==> config.mk <==
export PLATFORM = sky130hd
export DESIGN_NAME = signed_window_stats_flat
export DESIGN_NICKNAME = d
export VERILOG_FILES = /design/src/rtl/signed_window_stats_if.sv /design/src/rtl/signed_window_stats.sv /design/src/flat_wrapper.sv
export SDC_FILE = /design/constraint.sdc
export NUM_CORES = 1
export LEC_CHECK = 0
export ABC_CLOCK_PERIOD_IN_PS = 2380
export BUFFER_PORTS_ARGS = -buffer_cell sky130_fd_sc_hd__buf_4
export CAP_MARGIN = 15
export CORE_MARGIN = 5
export CORE_UTILIZATION = 40
export CTS_CLUSTER_DIAMETER = 50
export CTS_CLUSTER_SIZE = 40
export DETAILED_ROUTE_END_ITERATION = 8
export SLEW_MARGIN = 20
export SYNTH_ARGS = -nofsm -noshare
export SYNTH_HDL_FRONTEND = slang
export SYNTH_SLANG_ARGS = --single-unit
==> constraint.sdc <==
create_clock -name clk -period 2.38 [get_ports clk]
set_clock_uncertainty 0.1 [all_clocks]
set_input_delay 0.714 -clock clk [delete_from_list [all_inputs] [get_ports clk]]
set_output_delay 0.714 -clock clk [all_outputs]
set_load 0.005 [all_outputs]
==> src/rtl/signed_window_stats_if.sv <==
// Sample-in / window-statistics-out bundle for signed_window_stats.
// q_avg exists only when SIGNED_WINDOW_STATS_AVG_EN is defined.
interface signed_window_stats_if #(
    parameter int W     = 8,
    parameter int LOG2N = 3
);
    logic                 clear;
    logic                 in_valid;
    logic [W-1:0]         d;
    logic                 out_valid;
    logic [W-1:0]         q_min;
    logic [W-1:0]         q_max;
    logic [W+LOG2N-1:0]   q_sum;
    logic [LOG2N-1:0]     xings;
    logic [LOG2N-1:0]     cnt;
`ifdef SIGNED_WINDOW_STATS_AVG_EN
    logic [W-1:0]         q_avg;
`endif

`ifdef SIGNED_WINDOW_STATS_AVG_EN
    modport master (output clear, in_valid, d,
                    input  out_valid, q_min, q_max, q_sum, xings, cnt, q_avg);
    modport slave  (input  clear, in_valid, d,
                    output out_valid, q_min, q_max, q_sum, xings, cnt, q_avg);
`else
    modport master (output clear, in_valid, d,
                    input  out_valid, q_min, q_max, q_sum, xings, cnt);
    modport slave  (input  clear, in_valid, d,
                    output out_valid, q_min, q_max, q_sum, xings, cnt);
`endif
endinterface

==> src/rtl/signed_window_stats.sv <==
// Signed min/max/sum/sign-change statistics over windows of 2^LOG2N samples.
// Optional q_avg output enabled by defining SIGNED_WINDOW_STATS_AVG_EN.
module signed_window_stats #(
    parameter int W     = 8,
    parameter int LOG2N = 3
) (
    input  logic                  clk,
    input  logic                  rst,
    signed_window_stats_if.slave  bus
);
    localparam int SW = W + LOG2N;
    localparam logic [LOG2N-1:0] LAST = {LOG2N{1'b1}};

    function automatic logic signed [W-1:0] smin(input logic signed [W-1:0] a,
                                                 input logic signed [W-1:0] b);
        return (a < b) ? a : b;
    endfunction

    function automatic logic signed [W-1:0] smax(input logic signed [W-1:0] a,
                                                 input logic signed [W-1:0] b);
        return (a > b) ? a : b;
    endfunction

    logic [LOG2N-1:0]      r_cnt;
    logic signed [W-1:0]   r_min, r_max;
    logic signed [SW-1:0]  r_sum;
    logic [LOG2N-1:0]      r_x;
    logic                  r_prev_sign;
    logic                  r_out_valid;
    logic signed [W-1:0]   r_q_min, r_q_max;
    logic signed [SW-1:0]  r_q_sum;
    logic [LOG2N-1:0]      r_q_x;

    logic                  w_accept, w_first, w_last, w_sign;
    logic signed [W-1:0]   w_d;
    logic signed [SW-1:0]  w_d_ext;
    logic signed [W-1:0]   w_min, w_max;
    logic signed [SW-1:0]  w_sum;
    logic [LOG2N-1:0]      w_x;

    assign w_accept = bus.in_valid & ~bus.clear;
    assign w_first  = (r_cnt == '0);
    assign w_last   = (r_cnt == LAST);
    assign w_d      = bus.d;
    assign w_sign   = w_d[W-1];
    assign w_d_ext  = {{LOG2N{w_d[W-1]}}, w_d};

    // Running values including the current sample; the first sample seeds them.
    assign w_min = w_first ? w_d : smin(r_min, w_d);
    assign w_max = w_first ? w_d : smax(r_max, w_d);
    assign w_sum = w_first ? w_d_ext : (r_sum + w_d_ext);
    assign w_x   = w_first ? '0 :
                   (r_x + {{(LOG2N-1){1'b0}}, (w_sign != r_prev_sign)});

    always_ff @(posedge clk or negedge rst) begin
        if (!rst) begin
            r_cnt       <= '0;
            r_min       <= '0;
            r_max       <= '0;
            r_sum       <= '0;
            r_x         <= '0;
            r_prev_sign <= 1'b0;
            r_out_valid <= 1'b0;
            r_q_min     <= '0;
            r_q_max     <= '0;
            r_q_sum     <= '0;
            r_q_x       <= '0;
        end else begin
            r_out_valid <= 1'b0;
            if (bus.clear) begin
                r_cnt <= '0;
                r_min <= '0;
                r_max <= '0;
                r_sum <= '0;
                r_x   <= '0;
            end else if (w_accept) begin
                r_cnt       <= r_cnt + 1'b1;
                r_min       <= w_min;
                r_max       <= w_max;
                r_sum       <= w_sum;
                r_x         <= w_x;
                r_prev_sign <= w_sign;
                if (w_last) begin
                    r_out_valid <= 1'b1;
                    r_q_min     <= w_min;
                    r_q_max     <= w_max;
                    r_q_sum     <= w_sum;
                    r_q_x       <= w_x;
                end
            end
        end
    end

`ifdef SIGNED_WINDOW_STATS_AVG_EN
    logic signed [SW-1:0] w_avg_full;
    logic signed [W-1:0]  r_q_avg;

    // Arithmetic shift floors toward -inf; the result always fits in W bits.
    assign w_avg_full = w_sum >>> LOG2N;

    always_ff @(posedge clk or negedge rst) begin
        if (!rst) begin
            r_q_avg <= '0;
        end else if (w_accept && w_last) begin
            r_q_avg <= w_avg_full[W-1:0];
        end
    end

    assign bus.q_avg = r_q_avg;
`endif

    assign bus.out_valid = r_out_valid;
    assign bus.q_min     = r_q_min;
    assign bus.q_max     = r_q_max;
    assign bus.q_sum     = r_q_sum;
    assign bus.xings     = r_q_x;
    assign bus.cnt       = r_cnt;
endmodule

==> src/flat_wrapper.sv <==
// flat-port wrapper written by rule: the top's interface ports become plain ports
module signed_window_stats_flat 
#(
    parameter int W     = 8,
    parameter int LOG2N = 3
)
  (clk, rst, bus_clear, bus_in_valid, bus_d, bus_out_valid, bus_q_min, bus_q_max, bus_q_sum, bus_xings, bus_cnt);
  signed_window_stats_if #(.W(W), .LOG2N(LOG2N)) bus_i ();
  input  logic clk;
  input  logic rst;
  input wire logic [$bits(bus_i.clear)-1:0] bus_clear;
  input wire logic [$bits(bus_i.in_valid)-1:0] bus_in_valid;
  input wire logic [$bits(bus_i.d)-1:0] bus_d;
  output wire logic [$bits(bus_i.out_valid)-1:0] bus_out_valid;
  output wire logic [$bits(bus_i.q_min)-1:0] bus_q_min;
  output wire logic [$bits(bus_i.q_max)-1:0] bus_q_max;
  output wire logic [$bits(bus_i.q_sum)-1:0] bus_q_sum;
  output wire logic [$bits(bus_i.xings)-1:0] bus_xings;
  output wire logic [$bits(bus_i.cnt)-1:0] bus_cnt;
  assign bus_i.clear = bus_clear;
  assign bus_i.in_valid = bus_in_valid;
  assign bus_i.d = bus_d;
  assign bus_out_valid = bus_i.out_valid;
  assign bus_q_min = bus_i.q_min;
  assign bus_q_max = bus_i.q_max;
  assign bus_q_sum = bus_i.q_sum;
  assign bus_xings = bus_i.xings;
  assign bus_cnt = bus_i.cnt;
  signed_window_stats #(.W(W), .LOG2N(LOG2N)) u_core (.clk(clk), .rst(rst), .bus(bus_i));
endmodule
Yosys cells after proc, flatten, opt, wreduce, memory -nomap -nowiden --
Cells that the tools add are included.
Storage, ports and cells: memories 0, bits of input ports 12, bits in read-only memories 0, bits in registers 65, bits in latches 0, memory bits (writable) 0, word-level logic and storage cells 43, output and inout bits 34
Cells by class: reduce and logical (&&, ||, !) cells 4, shift-type cells 0, $add $sub $neg 3, multipliers 0, multiplexer cells 19, order comparisons 2, equal/unequal tests 2, divide/modulo/power cells 0, bitwise logic cells 2
Operator list (count):
- two-way mux 8 bit | 8
- two-way mux 11 bit | 3
- two-way mux 3 bit | 5
- adder 11 x 8 -> 11 bit | 1
- > comparator 8 bit | 1
- < comparator 8 bit | 1
- adder 3 x 1 -> 3 bit | 1
- adder 3 x 1 -> 3 bit (second input constant) | 1
- equality test 3 bit (second input constant) | 1
- zero test 3 bit | 1
- two-way mux 1 bit | 3
- AND reduction 3 bit | 1
- AND reduction 2 bit | 1
- nonzero test 2 bit | 1
- bitwise AND 1 bit | 1
- inequality test 1 bit | 1
- NOT 1 bit | 1

Depth between registers and ports, before layout --
word-level depth 5, depth in mapped cells 10

Least setup slack after synthesis --
No wires, ideal clock.
kind input port to flip-flop, start input bus_d[0], end register u_core.r_q_sum[10] (netlist: u_core.bus.q_sum[10]), setup slack -0.362 ns, stages 9, arrival time 2.560 ns, cell sequence ha_1 > inv_1 > fa_1 > nand2b_1 > a21o_1 > a21oi_1 > nor3_1 > or4_1 > a31oi_1
Between the ends: cells in the longest elaborated chain, start to end 2
Ends and longest elaborated chain:
- start: declaration | RTL line flat_wrapper.sv:13 | input wire logic [$bits(bus_i.d)-1:0] bus_d;
- adder 11 x 8 -> 11 bit | RTL line signed_window_stats.sv:51 | assign w_sum = w_first ? w_d_ext : (r_sum + w_d_ext);
- two-way mux 11 bit | RTL line signed_window_stats.sv:51
- end signal: assignment | RTL line signed_window_stats.sv:87 | r_q_sum <= w_sum;
- end: declaration | RTL line signed_window_stats.sv:31 | logic signed [SW-1:0] r_q_sum;
No other way between the ends. A chain may end at the register's enable or synchronous reset.

Final worst setup path --
start input bus_d[7], end register u_core.r_max[3]
Between the ends: cells in the longest elaborated chain, start to end 5
Ends and longest elaborated chain:
- > comparator 8 bit | RTL line signed_window_stats.sv:21 | return (a > b) ? a : b;
- two-way mux 8 bit | RTL line signed_window_stats.sv:21
- two-way mux 8 bit | RTL line signed_window_stats.sv:50 | assign w_max = w_first ? w_d : smax(r_max, w_d);
- two-way mux 8 bit | RTL line signed_window_stats.sv:76 | end else if (w_accept) begin
- two-way mux 8 bit | RTL line signed_window_stats.sv:70 | if (bus.clear) begin
- end signal: assignment | RTL line signed_window_stats.sv:79 | r_max <= w_max;
- end: declaration | RTL line signed_window_stats.sv:25 | logic signed [W-1:0] r_min, r_max;
No other way between the ends. The select of a mux whose other input is x is not followed.

==> flow_summary.yaml <==
final_layout:
  antennaDiodeCount: 0
  drive_above_1_share_pct: 29.13
  area_growth_pct: 33.06
  finalNetCount: 547
floorplan:
  floorplan.initialDensity_pct: 40.55
  rows: 35
  ios: 46
  die_x_um: 106.1
  die_h_um: 106.1
  die_area_um2: 11260
  coreArea_um2: 9109
worst_setup_path:
  cp-start-kind: "input port"
  reg2reg_from: "u_core.r_sum[0]$_DFFE_PN0P_"
  crit_path_cell_trace: "buf_4 -> clkinvlp_4 -> ha_4 -> nand4_1 -> nor2_2 -> a311o_1 -> buf_4 -> o21ai_4 -> buf_6 -> nand2_1 -> a21oi_1"
  cp.arrival_ps: 2540
  critPathSlowestCell: "a311o_1"
  end_kind: "flip-flop"
  timing.critical_path.mode_cell: "buf_4"
  required_ps: 2540
  path_max_fanout: 5
  startpoint: "bus_d[7]"
  cpPeakStageDelay_ps: 360
  critical_path_class: "in -> reg"
sta:
  hold_violations: 0
  fin_crit_sh_pct: 100.0
  rsz0062_at_grt: "yes"
  setup_viol: 1
  worstMarginPinSlew_ps: 637.9
  drv_slew: 0
  fin_setup_tns_ps: -1.014
  setup_slack_ps: -1.014
  hold_ws_ps: 182.4
  fmax_mhz: 420.0
  min_period_ps: 2381
  max_slew_margin_pct: 57.48
route:
  initialDrtViolationCount: 92
  drc_errors: 0
  wl_per_cell_um: 15.57
  postRouteWirelength_mm: 9.638
  viasPerCell: 5.294
  dr.pass1.iters: 4
  vias: 3277
  drt.antenna.violating_nets: 0
outcome:
  violations: "setup timing"
  run_status: "finished with violations"
clock_network:
  cts_made_buffers: 9
  clockBufferDepth: 2
  cts_tree: "yes"
  insertion_delay_ps: 350
  h-tree-depth: 3
  cts.sinks: 65
  cts_root_buf: "clkbuf_8"
  clk_transition_reported_paths_ps: 70
global_routing:
  grt.overflow.total: 0
  grt_max_degree: 39
  grt_pass1_vias: 3311
  grt_pass1_wl_mm: 16.24
  grt_antenna_before_repair: 0
  gr-usage-all-layers_pct: 17.98
pwr:
  peakVddDrop_mv: 0.2459
  power-per-cell-area_nw_per_um2: 604.1
  leakagePower_nw: 2.461
yosys:
  postSynthCellCount: 407
  ys_warn_count: 0
  avgSynthCellArea_um2: 9.075
  yosys.area.top_type: "dfrtp_1"
  synth_edf_count: 0
  ys_async_sr_fraction_pct: 100.0
  synth_area_leaders: "dfrtp_1 (44%), ha_1 (10%), nand2_1 (5.8%)"
  syn_nets: 450
  yosysSeqAreaShare_pct: 44.04
  synth_flop_cell: "dfrtp_1"
  yosys_register_bits: 65
  synthTopCellsByCount: "dfrtp_1 (65), nand2_1 (57), nor2_1 (37), o21ai_0 (32), ha_1 (30)"
  synth_most_common_cell: "dfrtp_1"
  yosysTopAreaCellShare_pct: 44.04
  synth.distinct_cells: 46
  synth_area_um2: 3694
place:
  dp_hpwl_mm: 7.120
  gp_congestion: 0.8620
  port_buffers: 45
worst_hold_path:
  min_path_type: "in -> async"
run:
  maxCapViolCount: 0
## path summary, 6_finish.rpt
kind	end	slack, ps	depth (start not counted)
max in group asynchronous	u_core.bus.xings[1]$_DFFE_PN0P_	1470	2
min in group clk	u_core.bus.q_sum[3]$_DFFE_PN0P_	380	2
max	u_core.r_max[3]$_DFFE_PN0P_	-1	11
min reg2reg	u_core.bus.q_sum[3]$_DFFE_PN0P_	380	2
min	u_core.bus.q_max[2]$_DFFE_PN0P_	180	1
max reg2reg	u_core.bus.q_sum[10]$_DFFE_PN0P_	80	9
## power breakdown
part | switching [mW] | leakage (nW) | total [mW] | internal, mW
clock network | 0.434 | 0.102 | 0.967 | 0.533
logic | 0.407 | 1.49 | 0.786 | 0.379
registers | 0.0491 | 0.870 | 1.22 | 1.17
## through the flow
step,instances,power (mW),setup slack (ps),cell area (um2),utilization (%)
2_1_floorplan,407,1.656,-228.1,3756,-
3_3_place_gp,600,1.964,-344.3,4619,50.71
3_5_place_dp,600,1.980,-385.0,4619,50.71
4_1_cts,615,2.956,27.15,4815,52.86
5_1_grt,619,3.135,-79.89,4915,53.96
6_report,619,2.969,-1.014,4915,53.96
## critical path, delay by kind of cell
kind,cells,cell delay [ps]
AO/OA/AOI/OAI,3,750
adder cells (fa/ha/maj),1,270
buffers and inverters,4,560
AND/OR/NAND/NOR,3,240
## cells in the final DEF (no fill, tap or decap), drive strengths merged, types with 17 or more instances in the layout
cell / n
buf: 109
nor2: 37
a21oi: 26
nand2: 57
inv: 17
dfrtp: 65
o21ai: 34
mux2i: 17
nand3: 19
ha: 30
## per-layer routing
metal  vias up  track usage [%]  part of all wire, %
met5         -                0                    0
li1       1628                -                    -
met1      1586            23.72                   48
met2        51            30.15                   48
met3        12            3.097                  3.4
met4         0            5.643                  1.3
## sequential cells by signal, indices dropped and copies added, names as in the netlist
signal / flops
u_core.r_min: 8
u_core.bus.xings: 3
u_core.bus.q_max: 8
u_core.r_x: 3
u_core.r_prev_sign: 1
u_core.bus.out_valid: 1
u_core.r_sum: 11
u_core.bus.q_min: 8
u_core.r_max: 8
u_core.bus.cnt: 3
u_core.bus.q_sum: 11
## cell type report
cell class	instances	area, um2
Clock inverter	3	40.04
Fill cell	863	4194
Clock buffer	12	155.1
Inverter	18	71.32
Multi-Input combinational cell	301	2008
Tap cell	111	138.9
Sequential cell	65	1627
Timing Repair Buffer	109	874.6
## what timing repair did
action                                  CTS  global route
cloned                                    0             1
resized for setup                         0            14
hold buffers                              0             0
pin swaps                                 2             9
buffers inserted                          0             3
endpoints found under the setup margin    1            15
## cell families (layout without fill, tap and decap cells)
| family | count (synthesis) | count (layout) | share of synthesized area (%) |
|---|---|---|---|
| multiplexers | 18 | 18 | 4.912 |
| AO/OA/AOI/OAI | 110 | 111 | 18.36 |
| XOR/XNOR | 8 | 8 | 1.897 |
| buffers and inverters | 42 | 142 | 4.607 |
| AND/OR/NAND/NOR | 133 | 133 | 15.48 |
| adder cells (fa/ha/maj) | 31 | 31 | 10.70 |
| flip-flops | 65 | 65 | 44.04 |
(Power assumes the default switching activity.)
